`config.mk`:
```
export PLATFORM = sky130hd
export DESIGN_NAME = data_memory_dumper
export DESIGN_NICKNAME = d
export VERILOG_FILES = /design/src/rtl/data_memory_dumper.sv
export SDC_FILE = /design/constraint.sdc
export NUM_CORES = 1
export LEC_CHECK = 0
export ABC_AREA = 1
export CAP_MARGIN = 0
export CORE_MARGIN = 8
export CORE_UTILIZATION = 52
export DETAILED_ROUTE_END_ITERATION = 12
export MAX_ROUTING_LAYER = met4
export PLACE_DENSITY = 0.8
export SLEW_MARGIN = 20
export SYNTH_ARGS = -nofsm -noshare
export SYNTH_HDL_FRONTEND = slang
export SYNTH_SLANG_ARGS = --single-unit
```
`constraint.sdc`:
```
create_clock -name clk -period 3 [get_ports clk]
set_clock_uncertainty 0.2 [all_clocks]
set_input_delay 0.3 -clock clk [delete_from_list [all_inputs] [get_ports clk]]
set_output_delay 0.3 -clock clk [all_outputs]
set_load 0.005 [all_outputs]
```
`src/rtl/data_memory_dumper.sv`:
```
// Read-side dump master: walks data memory addresses 0..DUMP_DEPTH-1 and
// streams each word MSB byte first to the UART transmitter, one byte per tx_done.
module data_memory_dumper #(
  parameter int RAM_WIDTH     = 16,
  parameter int RAM_ADDR_BITS = 11,
  parameter int DUMP_DEPTH    = 128
) (
  input  logic                     clk,
  input  logic                     rst_n,
  input  logic                     start,
  output logic                     busy,
  output logic                     done,
  output logic [RAM_ADDR_BITS-1:0] mem_addr,
  output logic                     mem_write,
  input  logic [RAM_WIDTH-1:0]     mem_rdata,
  output logic [7:0]               tx_data,
  output logic                     tx_start,
  input  logic                     tx_done
);

  localparam int NUM_BYTES = RAM_WIDTH / 8;
  localparam int IDX_W     = (NUM_BYTES > 1) ? $clog2(NUM_BYTES) : 1;

  localparam logic [IDX_W-1:0]         LAST_BYTE = IDX_W'(NUM_BYTES - 1);
  localparam logic [RAM_ADDR_BITS-1:0] LAST_ADDR = RAM_ADDR_BITS'(DUMP_DEPTH - 1);

  typedef enum logic [2:0] {
    IDLE    = 3'd0,
    READ    = 3'd1,
    CAPTURE = 3'd2,
    SEND    = 3'd3,
    WAIT_TX = 3'd4,
    DONE    = 3'd5
  } state_e;

  state_e                   state_q, state_d;
  logic [RAM_ADDR_BITS-1:0] mem_addr_q, mem_addr_d;
  logic [IDX_W-1:0]         byte_idx_q, byte_idx_d;
  logic [RAM_WIDTH-1:0]     word_q, word_d;
  logic [7:0]               tx_data_q, tx_data_d;

  // NOTE: sequential state uses non-blocking assignments so every flop samples
  // the pre-edge value of every other flop, independent of process order.
  always_ff @(posedge clk or negedge rst_n) begin
    if (!rst_n) begin
      state_q    <= IDLE;
      mem_addr_q <= '0;
      byte_idx_q <= '0;
      word_q     <= '0;
      tx_data_q  <= '0;
    end else begin
      state_q    <= state_d;
      mem_addr_q <= mem_addr_d;
      byte_idx_q <= byte_idx_d;
      word_q     <= word_d;
      tx_data_q  <= tx_data_d;
    end
  end

  // NOTE: every combinational output gets a default first; a path that leaves
  // a variable unassigned would otherwise infer a latch.
  always_comb begin
    state_d = state_q;
    unique case (state_q)
      IDLE:    if (start) state_d = READ;
      READ:    state_d = CAPTURE;
      CAPTURE: state_d = SEND;
      SEND:    state_d = WAIT_TX;
      WAIT_TX: begin
        if (tx_done) begin
          if (byte_idx_q != LAST_BYTE)      state_d = SEND;
          else if (mem_addr_q != LAST_ADDR) state_d = READ;
          else                              state_d = DONE;
        end
      end
      DONE:    state_d = IDLE;
      default: state_d = IDLE;
    endcase
  end

  // The word is kept left-aligned and shifted up one byte per transmitted
  // byte, so the outgoing byte is always the top slice.
  always_comb begin
    mem_addr_d = mem_addr_q;
    byte_idx_d = byte_idx_q;
    word_d     = word_q;
    tx_data_d  = tx_data_q;
    unique case (state_q)
      IDLE: begin
        if (start) begin
          mem_addr_d = '0;
          byte_idx_d = '0;
        end
      end
      CAPTURE: begin
        word_d    = mem_rdata;
        tx_data_d = mem_rdata[RAM_WIDTH-1 -: 8];
      end
      WAIT_TX: begin
        if (tx_done) begin
          if (byte_idx_q != LAST_BYTE) begin
            byte_idx_d = byte_idx_q + IDX_W'(1);
            word_d     = word_q << 8;
            tx_data_d  = word_d[RAM_WIDTH-1 -: 8];
          end else if (mem_addr_q != LAST_ADDR) begin
            mem_addr_d = mem_addr_q + RAM_ADDR_BITS'(1);
            byte_idx_d = '0;
          end
        end
      end
      default: ;
    endcase
  end

  always_comb begin
    busy     = 1'b0;
    done     = 1'b0;
    tx_start = 1'b0;
    unique case (state_q)
      IDLE:    ;
      SEND:    begin busy = 1'b1; tx_start = 1'b1; end
      DONE:    begin busy = 1'b1; done = 1'b1; end
      default: busy = 1'b1;
    endcase
  end

  assign mem_addr  = mem_addr_q;
  assign tx_data   = tx_data_q;
  // The processor is halted during a dump; this master only ever reads.
  assign mem_write = 1'b0;

endmodule

```
== Word level (Yosys, flattened, before mapping) ==
Index checks and enable logic that the tools add are counted.

* Register bits: 31
* Output and inout bits: 23
* Input bits: 20
* Word-level logic and storage cells: 49

* Muxes and demuxes: 24
* Equal/unequal tests: 11
* Add/subtract/negate cells: 2
* Reduce and logical (&&, ||, !) cells: 7

{| class="wikitable"
|+ Operators with widths
! operator !! number
|-
| 11-bit two-way mux || 4
|-
| 8-bit two-way mux || 4
|-
| 8-bit one-hot mux with 2 select lines || 2
|-
| 11-bit one-hot mux with 2 select lines || 1
|-
| 3-bit one-hot mux with 5 select lines || 1
|-
| 3-bit two-way mux || 4
|-
| 11-bit by 1-bit adder with 11-bit output (second input constant) || 1
|-
| 11-bit by 7-bit != test with 1-bit output (second input constant) || 1
|-
| 2-bit != test (second input constant) || 5
|-
| 1-bit two-way mux || 7
|-
| 3-bit by 2-bit == test with 1-bit output (second input constant) || 2
|-
| 3-bit == test (second input constant) || 2
|-
| 3-bit AND reduction || 2
|-
| 5-bit AND reduction || 1
|-
| 2-bit nonzero test || 2
|-
| 3-bit by 1-bit == test with 1-bit output (second input constant) || 1
|-
| 3-bit logical NOT || 1
|-
| 1-bit one-hot mux with 2 select lines || 1
|-
| 2-bit AND reduction || 1
|-
| 1-bit adder (second input constant) || 1
|}

== Logic depth before layout (Yosys ltp) ==
* Word-level depth: 5
* Gate-level depth with buffers: 10
* Depth with buffers taken out: 9

== Worst setup path before layout ==
OpenSTA, ideal clock, no wires.

* Path type: flip-flop to flip-flop
* From: register mem_addr_q[1] (netlist: mem_addr[1])
* To: register mem_addr_q[0] (netlist: mem_addr[0])
* Clock period less this slack: 1.541 ns
* Required time: 2.679 ns
* Path buffers: 1
* Setup time: 0.121 ns
* Cell stages (with the launch flop): 9
* Path slack: 1.459 ns
* Arrival time: 1.220 ns
* Path through: dfrtp_1 ha_1 nand3_1 nor2_1 nand2_1 nand3_2 buf_4 nand2_1 o21ai_1

* Longest elaborated chain between the ends: 3

{| class="wikitable"
|+ RTL lines
! element !! line !! RTL
|-
| start, declared || 37 || <nowiki>logic [RAM_ADDR_BITS-1:0] mem_addr_q, mem_addr_d;</nowiki>
|-
| start signal, assigned || 53 || <nowiki>mem_addr_q <= mem_addr_d;</nowiki>
|-
| 11-bit by 7-bit != test with 1-bit output || 105 || <nowiki>end else if (mem_addr_q != LAST_ADDR) begin</nowiki>
|-
| 2-bit != test (no source line) || -- ||
|-
| 5-bit AND reduction (no source line) || -- ||
|}

No other way between the ends.
A chain may end at the register's enable or synchronous reset.

== Worst setup path after layout ==
* From: register state_q[1]
* To: register mem_addr_q[3] (netlist: mem_addr[3])

* Longest elaborated chain between the ends: 3
* Elaborated cells between the ends (all ways): 9
* Classes of those cells: eq/ne (5); mux (1); reduce/logical (3)

{| class="wikitable"
|+ RTL lines
! element !! line !! RTL
|-
| start, declared || 36 || <nowiki>state_e state_q, state_d;</nowiki>
|-
| start signal, assigned || 52 || <nowiki>state_q <= state_d;</nowiki>
|-
| 3-bit == test or 3-bit logical NOT (tied branches) || 88 || <nowiki>unique case (state_q)</nowiki>
|-
| 2-bit != test (no source line) or 2-bit nonzero test (tied branches) || -- ||
|-
| 5-bit AND reduction (no source line) || -- ||
|}

Several ways; a longest one is shown, not always the timed one.

==> results.md <==
* Cell taking the most area after synthesis: dfrtp_1
* Number of cells upsized or downsized after cts at 0
* Clk_lat worst skew at 0.33 ns
* Initial DRT Pass Iterations at 4
* Commonest non-fill, non-tap cell in the layout: nand2_1
* Post-detail-place hpwl at ~2.8 mm
* Most frequent CP cell: nand2_1
* Die Y at ~73 µm
* Top Family by Delay on Critical Path: simple AND/OR/NAND/NOR gates
* Cell Rows at 20
* Largest net degree at the start of global routing at 32
* Clock Path Buffers at 2
* Yosys reg bits at 31
* F_max at 447 MHz
* GRT Total Usage at ~16%
* Netlist cell types at 29
* Commonest non-fill, non-tap cells in the layout: nand2_1 (74), clkdlybuf4s50_1 (41), dfrtp_1 (31)
* Post-synth ARST share at between 90% and 100%
* Mapped Cells at 223
* Post-synthesis sequential area ratio at 46.2%
* Final hold vios at 0
* TritonCTS buffer count at 5
* Area growth, synth to finish at 28.4%
* CP bufs+invs at 1
* Vias in the first global route at around 1500
* Synth warn at 0
* Clock slew at reported path FFs at 0.09 ns
* Routability cong. at 0.765
* Critical Path Slowest Stage Cell: dfrtp_1
* Clk root buf: clkbuf_4
* CTS tree: yes
* Initial Utilization at 55.0%
* Power Density at 802 mW/mm²
* Initial antenna violation count at 0
* Run status: finished, final reports clean
* Filler Cell Count at ~280
* Syn_area_per_cell at 7.54 µm²
* IR drop worst, VDD at 0.000494 V
* CTS HTree Levels at 2
* Final Max Slew Viols at 0
* Element type at the critical path end: flip-flop
* Critical Path AT at 2.25 ns
* Post-synth EDFFs at 0
* Remaining antenna violation count at 0
* CP required at 3.01 ns
* Mapped Area at about 0.0017 mm²
* Final Instance Area at 0.00216 mm²
* Drt drc at 0
* Largest cells by area after synthesis: dfrtp_1 (46%), nand2_1 (17%), nand3_1 (6.9%)
* Vias at 1556
* Post-CTS Setup Bufs at 0
* Die ar. at about 0.0053 mm²
* Hold Path Class: in2async
* Total of max-cap violations at 0
* Die X at between 70 and 80 µm
* Final #Nets at 284
* Part of the cycle the worst path needs at between 70% and 80%
* Core Area at 0.00305 mm²
* Synthesized net count at 244
* Prevailing post-synth register cell: dfrtp_1
* Post-route setup TNS at 0 ns
* Synth top area share at 46.2%
* Placed inst area at between 0.002 and 0.0025 mm²
* DRT iter0 DRCs at ~130
* Tmin final at 2.24 ns
* Crit-path cells: nor2_4, nand2_2, inv_2, nand2_1, nand3_2, nand2_1, o21ai_1
* Unrepaired setup endpoints after global routing: no
* Clock sink total at 31
* Crit-path max FO at 22
* Startpoint types: flip-flop
* Via-to-Cell Ratio at 5.05
* Post-Route WL at 3.88 mm
* IO Count at 43
* Leak at slightly above 1 nW
* WL/cell at 12.6 µm
* N_diodes at 0
* Overflow after GRT at 0
* I/O Buffers at approximately 40
* CP Class: reg2reg
* Max incr delay on CP at approximately 0.6 ns
* Final setup fails at 0
* Cts hold-fix bufs at 0
* Global-route wire length before repair at 6.79 mm
* Layout cells sized above 1 at 8.33%
==> layout make-up <==
class	instances	area, µm²	area share [%]
tap	44	55.1	2.55
sequential	31	776	35.9
multi-input combinational	160	752	34.8
timing repair buffer	42	418	19.4
inverter	23	88.8	4.12
clock buffer	8	68.8	3.19
==> per-layer routing <==
layer	track usage [%]	up-vias	wire (µm)	share of wire, %
li1	-	790	-	-
met1	19.8	710	1830	47
met2	25.9	50	1790	46
met3	4.81	6	214	5.5
met4	4.89	0	48	1.2
met5	-	-	0	0
==> sequential cells by signal, indices dropped and copies added, names as in the netlist <==
register / cells
state_q: 3
mem_addr: 11
tx_data: 8
word_q: 8
byte_idx_q: 1
==> metrics by stage <==
step | instances | utilization [%] | setup slack, ns | total power, mW | hold WS (ns)
after global routing | 308 | 70.7 | 0.564 | 1.87 | 0.190
final | 308 | 70.7 | 0.762 | 1.73 | 0.160
after CTS | 308 | 70.7 | 0.756 | 1.74 | 0.169
after global placement | 300 | 68.4 | 0.875 | 1.44 | 0.264
after detailed placement | 300 | 68.4 | 0.794 | 1.45 | 0.264
after floorplan | 223 | - | 1.46 | 1.20 | -0.196
==> cells in the mapped netlist (3+ instances only) <==
cell type,count
nand3_1,23
buf_4,3
nand2_1,74
inv_1,20
o21ai_1,14
nand4_1,5
dfrtp_1,31
buf_2,3
nor2_1,13
o21ai_0,11
==> cell families after synthesis <==
family,synth area share (%)
other,0.223
XOR/XNOR,0.521
adder cells (fa/ha/maj),0.744
buffers and inverters,9.08
AND/OR/NAND/NOR,33.2
flip-flops,46.2
AO/OA/AOI/OAI,10.1
==> worst reg2reg max path: stages, from the launching register on <==
cell and delay (ns):
dfrtp_1 0.60, nor2_4 0.10, nand2_2 0.30, inv_2 0.19, nand2_1 0.15, nand3_2 0.35
nand2_1 0.15, o21ai_1 0.08
==> power breakdown <==
part	internal, mW	switching [mW]
Clock	0.138	0.144
Sequential	0.561	0.113
Combinational	0.321	0.453
Total	1.02	0.710
==> worst paths after layout <==
| path | from | endpoint | slack [ns] | depth (start not counted) |
|---|---|---|---|---|
| min in group clk | tx_data[2] | tx_data[2] | 0.29 | 2 |
| max in group asynchronous | rst_n | tx_data[2] | 2.15 | 2 |
| worst min-delay path | rst_n | tx_data[0] | 0.16 | 2 |
| worst min register to register | tx_data[2] | tx_data[2] | 0.29 | 2 |
| worst max register to register | state_q[1] | mem_addr[3] | 0.76 | 7 |
| worst max-delay path | state_q[1] | mem_addr[3] | 0.76 | 7 |
Power figures use the tool's default switching activity.
